**src/rtl/id_ex_pipe_reg.sv**
```systemverilog
// ID/EX pipeline register for the five-stage MIPS datapath, with the
// load-use hazard detector folded in.
//
// Each rising edge captures the decoder control word and the ID operands.
// A load in EX whose destination (rt) feeds the instruction now in ID
// raises stall_o for one cycle, which holds PC and IF/ID, and turns this
// edge's capture into a bubble. A taken branch (flush_i) also turns the
// capture into a bubble, and it suppresses the stall so fetch can redirect.
//
// Optional feature: define ID_EX_BUBBLE_CNT_EN to build a saturating
// 32-bit counter of load-use bubbles on bubble_cnt_o. Without the macro,
// bubble_cnt_o is tied to zero and the port list is unchanged.
//
// There is no valid/ready handshake. The block advances on every edge.
// valid_o only marks whether the EX slot holds a real instruction (1) or a
// bubble (0); downstream stages never back-pressure this register.
`timescale 1ns/1ps

module id_ex_pipe_reg #(
  parameter int DATA_W = 32
) (
  input  logic              clk_i,
  input  logic              rst_i,
  // decoder control for the instruction in ID
  input  logic              branch_i,
  input  logic              mem_to_reg_i,
  input  logic              mem_read_i,
  input  logic              mem_write_i,
  input  logic              alu_src_i,
  input  logic              reg_write_i,
  input  logic              reg_dst_i,
  input  logic [2:0]        alu_op_i,
  // ID operands (imm_i arrives already sign-extended)
  input  logic [DATA_W-1:0] pc_plus4_i,
  input  logic [DATA_W-1:0] rs_data_i,
  input  logic [DATA_W-1:0] rt_data_i,
  input  logic [DATA_W-1:0] imm_i,
  input  logic [4:0]        rs_addr_i,
  input  logic [4:0]        rt_addr_i,
  input  logic [4:0]        rd_addr_i,
  input  logic [5:0]        funct_i,
  input  logic              flush_i,
  // registered control toward EX
  output logic              branch_o,
  output logic              mem_to_reg_o,
  output logic              mem_read_o,
  output logic              mem_write_o,
  output logic              alu_src_o,
  output logic              reg_write_o,
  output logic              reg_dst_o,
  output logic [2:0]        alu_op_o,
  // registered data toward EX
  output logic [DATA_W-1:0] pc_plus4_o,
  output logic [DATA_W-1:0] rs_data_o,
  output logic [DATA_W-1:0] rt_data_o,
  output logic [DATA_W-1:0] imm_o,
  output logic [4:0]        rs_addr_o,
  output logic [4:0]        rt_addr_o,
  output logic [4:0]        rd_addr_o,
  output logic [5:0]        funct_o,
  output logic              valid_o,
  output logic              stall_o,
  output logic [31:0]       bubble_cnt_o
);

  logic loadUseHaz;
  logic loadBubble;

  // Load-use detect: registered EX load destination against live ID sources.
  // A load into $0 never produces a value anyone waits for.
  always_comb begin
    loadUseHaz = mem_read_o && (rt_addr_o != 5'd0) &&
                 ((rt_addr_o == rs_addr_i) || (rt_addr_o == rt_addr_i));
    loadBubble = flush_i || loadUseHaz;
  end

  // A flush wins over the stall: the held instruction is being discarded.
  assign stall_o = loadUseHaz & ~flush_i;

  // Control word and valid: zeroed on a bubble so EX performs no side effect.
  always_ff @(posedge clk_i) begin
    if (rst_i) begin
      branch_o     <= 1'b0;
      mem_to_reg_o <= 1'b0;
      mem_read_o   <= 1'b0;
      mem_write_o  <= 1'b0;
      alu_src_o    <= 1'b0;
      reg_write_o  <= 1'b0;
      reg_dst_o    <= 1'b0;
      alu_op_o     <= 3'b000;
      valid_o      <= 1'b0;
    end else if (loadBubble) begin
      branch_o     <= 1'b0;
      mem_to_reg_o <= 1'b0;
      mem_read_o   <= 1'b0;
      mem_write_o  <= 1'b0;
      alu_src_o    <= 1'b0;
      reg_write_o  <= 1'b0;
      reg_dst_o    <= 1'b0;
      alu_op_o     <= 3'b000;
      valid_o      <= 1'b0;
    end else begin
      branch_o     <= branch_i;
      mem_to_reg_o <= mem_to_reg_i;
      mem_read_o   <= mem_read_i;
      mem_write_o  <= mem_write_i;
      alu_src_o    <= alu_src_i;
      reg_write_o  <= reg_write_i;
      reg_dst_o    <= reg_dst_i;
      alu_op_o     <= alu_op_i;
      valid_o      <= 1'b1;
    end
  end

  // Data and specifier fields always capture; in a bubble they are ignored
  // downstream but stay deterministic because they track the ID inputs.
  always_ff @(posedge clk_i) begin
    if (rst_i) begin
      pc_plus4_o <= '0;
      rs_data_o  <= '0;
      rt_data_o  <= '0;
      imm_o      <= '0;
      rs_addr_o  <= 5'd0;
      rt_addr_o  <= 5'd0;
      rd_addr_o  <= 5'd0;
      funct_o    <= 6'd0;
    end else begin
      pc_plus4_o <= pc_plus4_i;
      rs_data_o  <= rs_data_i;
      rt_data_o  <= rt_data_i;
      imm_o      <= imm_i;
      rs_addr_o  <= rs_addr_i;
      rt_addr_o  <= rt_addr_i;
      rd_addr_o  <= rd_addr_i;
      funct_o    <= funct_i;
    end
  end

`ifdef ID_EX_BUBBLE_CNT_EN
  logic [31:0] bubbleCnt;

  // Count load-use bubbles only (flush bubbles excluded), saturating at max.
  always_ff @(posedge clk_i) begin
    if (rst_i) begin
      bubbleCnt <= 32'h0;
    end else if (stall_o && (bubbleCnt != 32'hFFFF_FFFF)) begin
      bubbleCnt <= bubbleCnt + 32'd1;
    end
  end

  assign bubble_cnt_o = bubbleCnt;
`else
  assign bubble_cnt_o = 32'h0;
`endif

endmodule

```
**config.mk**
```make
export PLATFORM = sky130hd
export DESIGN_NAME = id_ex_pipe_reg
export DESIGN_NICKNAME = d
export VERILOG_FILES = /design/src/rtl/id_ex_pipe_reg.sv
export SDC_FILE = /design/constraint.sdc
export NUM_CORES = 1
export LEC_CHECK = 0
export CELL_PAD_IN_SITES_DETAIL_PLACEMENT = 0
export CELL_PAD_IN_SITES_GLOBAL_PLACEMENT = 1
export CORE_ASPECT_RATIO = 0.7
export CORE_UTILIZATION = 26
export CTS_CLUSTER_SIZE = 8
export DETAILED_ROUTE_END_ITERATION = 12
export PLACE_DENSITY = 0.89
export RECOVER_POWER = 100
export SYNTH_ARGS = -nofsm -noshare
export SYNTH_HDL_FRONTEND = slang
export SYNTH_SLANG_ARGS = --single-unit
export TNS_END_PERCENT = 50
```
**constraint.sdc**
```tcl
create_clock -name clk_i -period 2.9 [get_ports clk_i]
set_input_delay 0.87 -clock clk_i [delete_from_list [all_inputs] [get_ports clk_i]]
set_output_delay 0.87 -clock clk_i [all_outputs]
set_load 0.03 [all_outputs]
```
==> reports/metrics.yaml <==
worst_setup_path:
  path_cells: "dlygate4sd2_1, xnor2_1, nand3_1, o22ai_2, and3b_1, buf_4"
  crit_family: "buffers and inverters"
  startpoint_type: "input port"
  slowest_delay_ns: 0.25
  worstSetupEndpoint: "stall_o"
  worstSetupPathDepth: 6
  crit_path_start: "rt_addr_i[0]"
  r2r_slack_ns: 1.02
  rr_worst_depth: 11
  worst-path-buf-inv: 2
  crit_arrival_ns: 1.97
  end_kind: "output pin"
  criticalPathCategory: "input port to output pin"
  r2r_start: "rt_addr_o[3]"
  crit_slowest_cell: "dlygate4sd2_1"
  critPathMaxFanout: 2
  worstPathRequired_ns: 2.03
  reg2reg_to: "valid_o"
die:
  rows: 40
  die-area_um2: 18700
  initial_core_util: 0.271
  dieWidth_um: 163
  die_h_um: 115
  core_um2: 17500
  pin_count: 355
synthesis:
  yosysTopAreaCell: "dfxtp_1"
  synth_top_area_share: 0.677
  synth-seq-area-share: 0.677
  synth.yosys.warnings: 0
  netlist_instances: 401
  syn_area_um2: 4730
  synth_area_leaders: "dfxtp_1, nor2b_1, buf_4"
  synth_cell_type_count: 17
  synth-seq-cells: 160
  avgSynthCellArea_um2: 11.8
power_and_ir_drop:
  vdd.ir_drop.worst_mv: 0.337
  p_leak_nw: 3.75
  power_density_nw_per_um2: 627
  power_mw: 5.46
drt:
  dr.first_iter.drc_count: 143
  routed_via_density: 3.77
  drc: 0
  dr.pass1.iters: 4
  vias: 3679
  routed_wl_um: 13200
  top_layer_used: "met4"
  wl_met1_um: 5180
  wire_per_inst_um: 13.5
  drtAntennaViolNets: 0
  wl_met3_um: 1480
  route.met2.wl_um: 6430
cts:
  root_buffer: "clkbuf_16"
  clkLatencyLatePin_ns: 0.41
  clk_path_buf_depth: 2
  postCtsHoldBufs: 0
  cts.clk_slew.worst_paths_ns: 0.07
  cts_tree: "done"
  clock_sinks: 160
  cts_max_level: 4
  numCtsBuffers: 17
outcome:
  violations: "max-capacitance violations, max-slew violations"
  outcome: "finished, violations left"
global_routing:
  gr-total-overflow: 0
  grt_pass1_vias: 3539
  grt_start_max_net_pins: 74
  track_usage: 0.135
  grt_pass1_wl_um: 19000
  grt_antenna_before_repair: 0
timing:
  hold_ws_ns: 0.764
  finalClockSkew_ns: 0.00954
  slew_headroom: -0.417
  fmax_ghz: 0.353
  fin_ws_ns: 0.0649
  hold_viol_final: 0
  fin_crit_ns: 2.84
  worst_pin_slew_ns: 2.13
  finalMaxSlewViolations: 41
  setup-violations-final: 0
  min_period_over_period: 0.978
  rsz0062_at_grt: "false"
final_layout:
  nNetsFinal: 895
  final_cell_mix: "dfxtp_1, dlygate4sd3_1, clkdlybuf4s50_1"
  drive_gt1_frac: 0.0657
  diodes: 0
  nFillCells: 1598
  area_growth_pct: 84.4
hold_path:
  min_path_type: "flip-flop to flip-flop"
job:
  max_cap_violations: 1
placement:
  dp_slack_ns: -0.222
  port-buffer-count: 322
  dpl.hpwl_um: 10200
  place_congestion: 0.802
==> worst min-delay path by stage <==
stage	from	endpoint	slack, ns	depth (start not counted)
3_5_place_dp	mem_read_o	alu_src_o	0.77	3
2_1_floorplan	mem_read_o	valid_o	0.70	2
4_1_cts	mem_read_o	alu_op_o[0]	0.78	3
6_report	mem_read_o	mem_to_reg_o	0.76	3
3_3_place_gp	mem_read_o	reg_write_o	0.76	3
5_1_grt	mem_read_o	mem_to_reg_o	0.78	3
==> synthesized netlist by cell type, drive strengths merged <==
cell,count
a21boi,1
a21oi,10
and3b,1
buf,34
clkbuf,17
conb,1
dfxtp,160
nand2,12
nand3,2
nor2,1
nor2b,149
o21a,1
o22ai,1
or4,1
xnor2,10
==> state kept, by name, summed over array words and instances (netlist names), 3 cells and up <==
| name | flops |
|---|---|
| alu_op_o | 3 |
| rt_addr_o | 5 |
| funct_o | 6 |
| pc_plus4_o | 32 |
| imm_o | 32 |
| rt_data_o | 32 |
| rs_addr_o | 5 |
| rs_data_o | 32 |
| rd_addr_o | 5 |
==> stage by stage <==
step / util / instance area, um^2 / instances / setup TNS [ns]
floorplan: - / 4850 / 432 / 0
global placement: 0.464 / 8100 / 939 / -0.210
detailed placement: 0.464 / 8100 / 939 / -0.222
CTS: 0.501 / 8750 / 977 / 0
global route: 0.499 / 8720 / 977 / 0
finish: 0.499 / 8720 / 977 / 0
==> repair_timing <==
action	4_1_cts	5_1_grt
endpoints found under the setup margin	1	0
gates resized for setup	12	0
setup buffers	6	0
endpoints found under the hold margin	0	0
==> cells by family (layout without fill, tap and decap cells) <==
| logic type | Yosys count | count (layout) | share of synthesized area |
|---|---|---|---|
| AND/OR/NAND/NOR | 166 | 166 | 0.213 |
| flip-flops | 160 | 160 | 0.677 |
| buffers and inverters | 51 | 365 | 0.0677 |
| AO/OA/AOI/OAI | 13 | 13 | 0.0230 |
| XOR/XNOR | 10 | 10 | 0.0185 |
| other | 1 | 32 | 0.000793 |
==> report_power, final <==
| group | switching [mW] | internal [mW] |
|---|---|---|
| Sequential | 0.0274 | 2.31 |
| Clock | 1.03 | 1.25 |
| Combinational | 0.445 | 0.407 |
| Total | 1.50 | 3.97 |
==> worst register-to-register path, stage by stage (launching register included) <==
cell      delay [ns]
dfxtp_1         0.40
xnor2_1         0.09
nand3_1         0.11
o22ai_2         0.11
buf_4           0.14
buf_4           0.12
buf_4           0.12
buf_4           0.12
buf_4           0.12
buf_4           0.12
buf_4           0.17
a21boi_0        0.18
==> metal layers <==
| layer | up-vias | global-route usage |
|---|---|---|
| met5 | - | 0 |
| met2 | 180 | 0.231 |
| li1 | 1825 | - |
| met1 | 1665 | 0.150 |
| met4 | 0 | 0.0336 |
| met3 | 9 | 0.0685 |
==> cell type report <==
| type | instances | area (um^2) | share of cell area |
|---|---|---|---|
| flip-flops and latches | 160 | 3200 | 0.367 |
| clock inverters | 15 | 190 | 0.0218 |
| clock buffers | 17 | 425 | 0.0488 |
| repair buffers | 333 | 3310 | 0.379 |
| multi-input cells | 221 | 1310 | 0.150 |
| well taps | 231 | 289 | 0.0331 |
Power figures use the tool's default switching activity.
